## config.mk

```make
export PLATFORM = sky130hd
export DESIGN_NAME = b2_serial_integer_comparator
export DESIGN_NICKNAME = d
export VERILOG_FILES = /design/src/rtl/b2_serial_integer_comparator.sv
export SDC_FILE = /design/constraint.sdc
export NUM_CORES = 1
export LEC_CHECK = 0
export CAP_MARGIN = 20
export CELL_PAD_IN_SITES_DETAIL_PLACEMENT = 0
export CELL_PAD_IN_SITES_GLOBAL_PLACEMENT = 1
export CORE_ASPECT_RATIO = 0.5
export CORE_MARGIN = 2
export CORE_UTILIZATION = 25
export CTS_BUF_LIST = sky130_fd_sc_hd__clkbuf_4 sky130_fd_sc_hd__clkbuf_8
export CTS_CLUSTER_SIZE = 10
export DETAILED_ROUTE_END_ITERATION = 10
export GPL_TIMING_DRIVEN = 1
export PLACE_DENSITY = 0.67
export SLEW_MARGIN = 15
export SYNTH_ARGS = -nofsm -noshare
export SYNTH_HDL_FRONTEND = slang
export SYNTH_SLANG_ARGS = --single-unit
```

## constraint.sdc

```tcl
create_clock -name clock -period 2.6 [get_ports clock]
set_clock_uncertainty 0.1 [all_clocks]
set_input_delay 0.26 -clock clock [delete_from_list [all_inputs] [get_ports clock]]
set_output_delay 0.26 -clock clock [all_outputs]
set_load 0.05 [all_outputs]
```

## src/rtl/b2_serial_integer_comparator.sv

```systemverilog
// Digit-serial N-bit comparator: borrow-chained subtraction, K bits per clock, soc/eoc handshake.
// Optional macro COMPARATOR_MINMAX_EN adds registered min_out/max_out outputs.
module b2_serial_integer_comparator #(
  parameter int N = 8,
  parameter int K = 2
) (
  input  logic         clock,
  input  logic         reset_,
  input  logic         soc,
  output logic         eoc,
  input  logic         signed_mode,
  input  logic [N-1:0] x,
  input  logic [N-1:0] y,
  output logic         flag_eq,
  output logic         flag_gr,
  output logic         flag_lr
`ifdef COMPARATOR_MINMAX_EN
  ,
  output logic [N-1:0] min_out,
  output logic [N-1:0] max_out
`endif
);

  localparam int DIGITS = N / K;
  localparam int CW     = (DIGITS > 1) ? $clog2(DIGITS) : 1;

  generate
    if ((N < 2) || (K < 1) || (K > N) || ((N % K) != 0)) begin : g_bad_params
      $error("b2_serial_integer_comparator: illegal N/K combination");
    end
  endgenerate

  typedef enum logic [1:0] {
    S_IDLE,
    S_CALC,
    S_WAIT
  } state_t;

  state_t state, state_nxt;

  logic [N-1:0]  x_sh, y_sh;
  logic          borrow, zero, sm_q, xm, ym;
  logic [CW-1:0] cnt;

  logic [K:0] dig_diff;
  logic       borrow_nxt, zero_nxt, last_digit, lr_nxt;

`ifdef COMPARATOR_MINMAX_EN
  logic [N-1:0] x_q, y_q;
`endif

  // One digit of the subtraction; the extra top bit of dig_diff is the borrow out.
  always_comb begin
    dig_diff   = {1'b0, x_sh[K-1:0]} - {1'b0, y_sh[K-1:0]} - {{K{1'b0}}, borrow};
    borrow_nxt = dig_diff[K];
    zero_nxt   = zero & (dig_diff[K-1:0] == '0);
    last_digit = (cnt == CW'(DIGITS - 1));
    lr_nxt     = sm_q ? ((xm & ~ym) | (~(xm ^ ym) & borrow_nxt)) : borrow_nxt;
  end

  always_ff @(posedge clock or negedge reset_) begin
    if (!reset_) state <= S_IDLE;
    else         state <= state_nxt;
  end

  // NOTE: every output of a combinational block gets a default first, so no path leaves it unassigned and no latch is inferred.
  always_comb begin
    state_nxt = state;
    case (state)
      S_IDLE:  if (soc)        state_nxt = S_CALC;
      S_CALC:  if (last_digit) state_nxt = S_WAIT;
      S_WAIT:  if (!soc)       state_nxt = S_IDLE;
      default:                 state_nxt = S_IDLE;
    endcase
  end

  assign eoc = (state == S_IDLE);

  // NOTE: sequential state uses non-blocking assignments so every register samples pre-edge values.
  always_ff @(posedge clock or negedge reset_) begin
    if (!reset_) begin
      x_sh    <= '0;
      y_sh    <= '0;
      borrow  <= 1'b0;
      zero    <= 1'b0;
      sm_q    <= 1'b0;
      xm      <= 1'b0;
      ym      <= 1'b0;
      cnt     <= '0;
      flag_eq <= 1'b0;
      flag_gr <= 1'b0;
      flag_lr <= 1'b0;
    end else begin
      case (state)
        S_IDLE: begin
          if (soc) begin
            x_sh   <= x;
            y_sh   <= y;
            sm_q   <= signed_mode;
            xm     <= x[N-1];
            ym     <= y[N-1];
            borrow <= 1'b0;
            zero   <= 1'b1;
            cnt    <= '0;
          end
        end
        S_CALC: begin
          x_sh   <= x_sh >> K;
          y_sh   <= y_sh >> K;
          borrow <= borrow_nxt;
          zero   <= zero_nxt;
          cnt    <= cnt + CW'(1);
          if (last_digit) begin
            flag_eq <= zero_nxt;
            flag_lr <= lr_nxt;
            flag_gr <= ~zero_nxt & ~lr_nxt;
          end
        end
        default: ;
      endcase
    end
  end

`ifdef COMPARATOR_MINMAX_EN
  // Full operand copies are kept because the shift registers are consumed by the subtraction.
  always_ff @(posedge clock or negedge reset_) begin
    if (!reset_) begin
      x_q     <= '0;
      y_q     <= '0;
      min_out <= '0;
      max_out <= '0;
    end else begin
      if (state == S_IDLE && soc) begin
        x_q <= x;
        y_q <= y;
      end
      if (state == S_CALC && last_digit) begin
        min_out <= lr_nxt ? x_q : y_q;
        max_out <= lr_nxt ? y_q : x_q;
      end
    end
  end
`endif

endmodule

```

**Word level (Yosys, flattened, before mapping)**

Index checks and enable logic that the tools add are counted.

- Bits in registers: 28
- Bits of input ports: 20
- Word-level logic and storage cells: 53

- Add/sub/neg operators: 3
- Eq/ne operators: 6
- Muxes and demuxes: 15
- Bitwise operators: 10
- Reductions and logical operators: 7

Operators by type and width:

| kind | count |
|---|---|
| one-hot mux 8 bit (2 select lines) | 2 |
| 2-to-1 mux 8 bit | 2 |
| 2-to-1 mux 2 bit | 4 |
| inequality test 2 bit, second input constant | 3 |
| one-hot mux 2 bit (3 select lines) | 1 |
| AND reduction 2 bit | 3 |
| bitwise AND 1 bit | 4 |
| equality test 2 bit, second input constant | 2 |
| logical NOT 2 bit | 2 |
| NOT 1 bit | 4 |
| one-hot mux 1 bit (2 select lines) | 2 |
| one-hot mux 2 bit (2 select lines) | 1 |
| 2-to-1 mux 1 bit | 3 |
| AND reduction 3 bit | 1 |
| subtractor 2 x 2 -> 3 bit | 1 |
| subtractor 3 x 1 -> 3 bit | 1 |
| adder 2 x 1 -> 2 bit, second input constant | 1 |
| equality test 2 x 1 -> 1 bit, second input constant | 1 |
| nonzero test 2 bit | 1 |
| bitwise OR 1 bit | 1 |
| XOR 1 bit | 1 |

**Depth between registers and ports, before layout**

- Word-level depth: 7
- Depth in mapped cells: 8

**Worst setup path after synthesis**

OpenSTA, ideal clock, no wires.

- Path type: flip-flop to flip-flop
- Start point: register x_sh[0]
- End point: register flag_gr
- Arrival: 2265 ps
- Required time: 2404 ps
- Path slack: 140 ps
- Cell stages (with the launch flop): 8
- Clock period less this slack: 2460 ps
- Cells stage by stage: dfrtp_1 fa_1 inv_1 ha_1 or2_2 fa_1 and3b_1 o31ai_1

- Longest elaborated chain between the ends: 7
- Elaborated cells on any way between the ends: 10
- Those cells by class: add/sub (2); mux (1); bitwise (6); reduce/logical (1)

Ends and longest elaborated chain:

| what | line | source |
|---|---|---|
| start, declared | 41 | `logic [N-1:0] x_sh, y_sh;` |
| start signal, assigned | 108 | `x_sh <= x_sh >> K;` |
| subtractor 2 x 2 -> 3 bit * | 54 | `dig_diff = {1'b0, x_sh[K-1:0]} - {1'b0, y_sh[K-1:0]} - {{K{1'b0}}, borrow};` |
| subtractor 3 x 1 -> 3 bit * | 54 |  |
| bitwise AND 1 bit | 58 | `lr_nxt = sm_q ? ((xm & ~ym) \| (~(xm ^ ym) & borrow_nxt)) : borrow_nxt;` |
| bitwise OR 1 bit | 58 |  |
| 2-to-1 mux 1 bit | 58 |  |
| NOT 1 bit | 116 | `flag_gr <= ~zero_nxt & ~lr_nxt;` |
| bitwise AND 1 bit * | 116 |  |
| end signal, assigned | 116 |  |
| end, declared | 15 | `output logic flag_gr,` |

Mark *: on every way between the ends. The rest lies on a longest branch, timed or not.
A chain may end at the register's enable or synchronous reset.

**Worst setup path in the final report**

- Start point: register y_sh[0]
- End point: register flag_gr

- Longest elaborated chain between the ends: 7
- Elaborated cells on any way between the ends: 10
- Those cells by class: add/sub (2); mux (1); bitwise (6); reduce/logical (1)

Ends and longest elaborated chain:

| what | line | source |
|---|---|---|
| start, declared | 41 |  |
| start signal, assigned | 98 | `y_sh <= y;` |
| start signal, assigned | 109 | `y_sh <= y_sh >> K;` |
| subtractor 2 x 2 -> 3 bit * | 54 |  |
| subtractor 3 x 1 -> 3 bit * | 54 |  |
| bitwise AND 1 bit | 58 |  |
| bitwise OR 1 bit | 58 |  |
| 2-to-1 mux 1 bit | 58 |  |
| NOT 1 bit | 116 |  |
| bitwise AND 1 bit * | 116 |  |

Marked as above.

==> results by group <==
Route
  • Detailed Routing Iterations Pass 1: 4
  • Vias per cell: 4.532
  • Antenna Nets Post-Route: 0
  • Vias: 1006
  • Wire length per cell after detailed routing: 12.96 um
  • Initial drt markers: 86
  • Aggregate routed wire length: 2878 um
  • Remaining routing DRC violations: 0

Yosys
  • Flip-flop and latch count after synthesis: 28
  • Unique cell type count in the Yosys netlist: 28
  • Synthesis Warnings: 0
  • Mean instance size in the synthesized netlist: 10.61 um^2
  • Post-synthesis net count: 154
  • Combined area of all synthesized cells: 1358 um^2
  • Synthesized instance count: 128
  • Seq/Total Area, Yosys: 51.61%

CTS
  • CTS tree: built
  • H-tree depth: 1
  • CTS buffer count: 3
  • Total number of clock tree sinks: 28
  • Reg clk slew, reported paths: 0.09 ns
  • Insertion delay of the later-clocked pin in the worst-skew pair: 0.27 ns
  • CTS max path bufs: 2
  • Root buffer selected by CTS: sky130_fd_sc_hd__clkbuf_8

STA
  • Final worst path period share: 95.54%
  • RSZ-0062 raised after global routing: false
  • Max Fclk: 402.6 MHz
  • Count of endpoints failing setup in the final report: 0
  • Number of pins exceeding their max-slew limit in the final report: 0
  • Fin crit period: 2.484 ns
  • Hold violation total from the final report: 0
  • Measured slew at the worst slew-check pin: 0.6191 ns
  • Relative slew margins: 58.70%
  • Setup TNS: 0 ns
  • Final critical-path setup slack: 0.1160 ns

Global routing
  • Layer carrying the most global-route usage: met1
  • Number of global-route vias before repair: 975
  • Met1 GRT Util: 14.68%
  • Wire length of the first global-routing pass: 4754 um
  • Pin count of the biggest net entering global routing: 29
  • Tot GR Track Use: 10.02%
  • Remaining global-route overflow: 0
  • Global routing usage on met3: 2.693%
  • Antenna violations before repair: 0
  • Met2 layer usage reported by global route: 14.38%

Layout
  • Leading cell types in the layout, fill and taps excluded: sky130_fd_sc_hd__dfrtp_1, sky130_fd_sc_hd__clkdlybuf4s50_1, sky130_fd_sc_hd__o21ai_0, sky130_fd_sc_hd__nand2_1, sky130_fd_sc_hd__a22oi_1
  • Share of final-layout standard cells stronger than drive strength 1: 11.18%
  • Final nets: 179
  • Count of inserted antenna diode cells: 0
  • Signed area change from the synthesized netlist to the final layout: 27.56%
  • Post-layout util: 34.17%
  • Design Area, Final: 1732 um^2
  • Leading cell type in the layout, fill and taps excluded: sky130_fd_sc_hd__dfrtp_1

Die
  • Area of the core: 5067 um^2
  • Die X-Extent: 108.2 um
  • Number of rows created at floorplan: 18
  • Height of the chip: 56.11 um
  • Ports: 24
  • Starting density of the core: 26.79%
  • Die area: 6071 um^2

Setup path
  • Master of the slowest instance on the critical path: sky130_fd_sc_hd__fa_1
  • CP arrival: 2.57 ns
  • Nature of the critical path endpoint: flip-flop
  • Reg-to-reg endpoint: flag_gr$_DFFE_PN0P_
  • Startpoint-to-endpoint class of the critical path: flip-flop to flip-flop
  • Reg2reg path depth: 8
  • Critical path required time: 2.69 ns
  • Startpoint type of the worst setup path: flip-flop
  • Critical-path cell list: inv_1 -> fa_1 -> inv_1 -> ha_2 -> or2_4 -> fa_1 -> and3b_1 -> o31ai_1
  • Critical Path Fanout Max: 2
  • Longest individual stage delay on the worst path: 0.52 ns
  • Startpoint of the lowest-slack register-to-register path: y_sh[0]$_DFFE_PN0P_
  • Internal reg-to-reg setup slack: 0.12 ns

Place
  • Worst-case setup slack after placement: 0.06188 ns
  • Estimated wirelength of the detail-placed design: 1999 um
  • Cell Area, Placed: 1664 um^2
  • Gpl congestion: 0.7767
  • Number of input and output port buffers inserted: 23

Hold path
  • Worst min-delay path class: input pin to async pin

Pwr
  • Peak VDD IR: 0.0003099 V
  • Power Total: 0.001975 W
  • Leakage power figure: 0.7421 nW
  • Power density of the placed cells: 1141 nW/um^2

Run
  • Count of maximum capacitance violations: 0

Status
  • Status: finished, final reports clean
## flip-flops by register name, summed over array words and instances, names as in the netlist
| signal | cells |
|---|---|
| state | 2 |
| flag_gr | 1 |
| sm_q | 1 |
| flag_lr | 1 |
| borrow | 1 |
| x_sh | 8 |
| cnt | 2 |
| xm | 1 |
| y_sh | 8 |
| ym | 1 |
| zero | 1 |
| flag_eq | 1 |
## worst max-delay path by stage
stage	start	depth (start not counted)	slack, ns	end
floorplan	x_sh[0]$_DFFE_PN0P_	7	0.14	flag_gr$_DFFE_PN0P_
global placement	x_sh[0]$_DFFE_PN0P_	7	0.10	flag_gr$_DFFE_PN0P_
detailed placement	x_sh[0]$_DFFE_PN0P_	7	0.06	flag_gr$_DFFE_PN0P_
CTS	x_sh[0]$_DFFE_PN0P_	7	0.04	flag_gr$_DFFE_PN0P_
global route	borrow$_DFFE_PN0P_	8	0.0007	flag_gr$_DFFE_PN0P_
finish	y_sh[0]$_DFFE_PN0P_	8	0.12	flag_gr$_DFFE_PN0P_
## metrics by stage
| step | hold WS (ns) | std cells |
|---|---|---|
| after CTS | 0.2683 | 221 |
| after detailed placement | 0.3697 | 217 |
| after floorplan | -0.1356 | 128 |
| after global routing | 0.2674 | 222 |
| final | 0.2559 | 222 |
| after global placement | 0.3656 | 217 |
## logic make-up (layout without fill, tap and decap cells)
family	Yosys count	in the layout	synth area share [%]
DFF	28	28	51.61
and+or+nand+nor	31	31	11.52
muxes	4	4	4.147
buffers and inverters	15	39	4.977
AOI/OAI and AO/OA	43	43	20.46
xor gates and xnor gates	1	1	0.6453
adders and majority gates	6	6	6.636
## per-layer routing
layer	part of all wire, %	wire (um)	vias to the layer above
met4	0.59	17	0
met3	2.6	75	2
met5	0	0	-
li1	-	-	501
met2	45	1281	17
met1	52	1503	486
## critical path: cells and delay by family (launching register included)
family / cells / cell delay, ns
AOI/OAI and AO/OA: 1 / 0.18
adders and majority gates: 3 / 1.19
buffers and inverters: 2 / 0.13
DFF: 1 / 0.37
and+or+nand+nor: 2 / 0.43
## layout make-up
class | count | area [um^2]
Sequential cell | 28 | 700.7
Inverter | 7 | 26.28
Tap cell | 70 | 87.58
Timing Repair Buffer | 28 | 267.8
Clock buffer | 4 | 55.05
Fill cell | 513 | 3336
Multi-Input combinational cell | 85 | 594.3
## Yosys cell counts
| library cell | n | share of area [%] |
|---|---|---|
| sky130_fd_sc_hd__nand3b_1 | 2 | 1.1 |
| sky130_fd_sc_hd__a2bb2oi_1 | 2 | 1.3 |
| sky130_fd_sc_hd__inv_1 | 7 | 1.9 |
| sky130_fd_sc_hd__buf_2 | 6 | 2.2 |
| sky130_fd_sc_hd__and2b_1 | 2 | 1.1 |
| sky130_fd_sc_hd__and2_1 | 1 | 0.46 |
| sky130_fd_sc_hd__and3b_1 | 1 | 0.65 |
| sky130_fd_sc_hd__buf_4 | 1 | 0.55 |
| sky130_fd_sc_hd__o21ai_0 | 18 | 6.6 |
| sky130_fd_sc_hd__mux2_2 | 1 | 0.83 |
| sky130_fd_sc_hd__fa_1 | 2 | 2.9 |
| sky130_fd_sc_hd__nor2_1 | 2 | 0.55 |
| sky130_fd_sc_hd__xnor2_1 | 1 | 0.65 |
| sky130_fd_sc_hd__ha_1 | 4 | 3.7 |
| sky130_fd_sc_hd__clkbuf_1 | 1 | 0.28 |
| sky130_fd_sc_hd__a21oi_1 | 4 | 1.5 |
| sky130_fd_sc_hd__dfrtp_1 | 28 | 52 |
| sky130_fd_sc_hd__nand2b_1 | 1 | 0.46 |
| sky130_fd_sc_hd__or2_2 | 1 | 0.46 |
| sky130_fd_sc_hd__mux2_4 | 3 | 3.3 |
| sky130_fd_sc_hd__a22oi_1 | 12 | 6.6 |
| sky130_fd_sc_hd__nand2_1 | 16 | 4.4 |
| sky130_fd_sc_hd__nor2b_1 | 5 | 2.3 |
| sky130_fd_sc_hd__a22o_1 | 3 | 1.9 |
| sky130_fd_sc_hd__o21ai_1 | 1 | 0.37 |
| sky130_fd_sc_hd__o21bai_2 | 1 | 0.83 |
| sky130_fd_sc_hd__o31ai_1 | 1 | 0.55 |
| sky130_fd_sc_hd__a32o_1 | 1 | 0.74 |
## repair_timing
item,CTS,global route
endpoints found under the setup margin,0,3
hold buffers,0,0
endpoints found under the hold margin,0,0
setup buffers,0,1
gates resized for setup,0,3
## where the power goes
part	switching [W]	internal (W)
registers	0.000113	0.000617
clock network	0.000134	0.000136
logic	0.000530	0.000446
No activity file was read; power rests on OpenSTA's default activity.
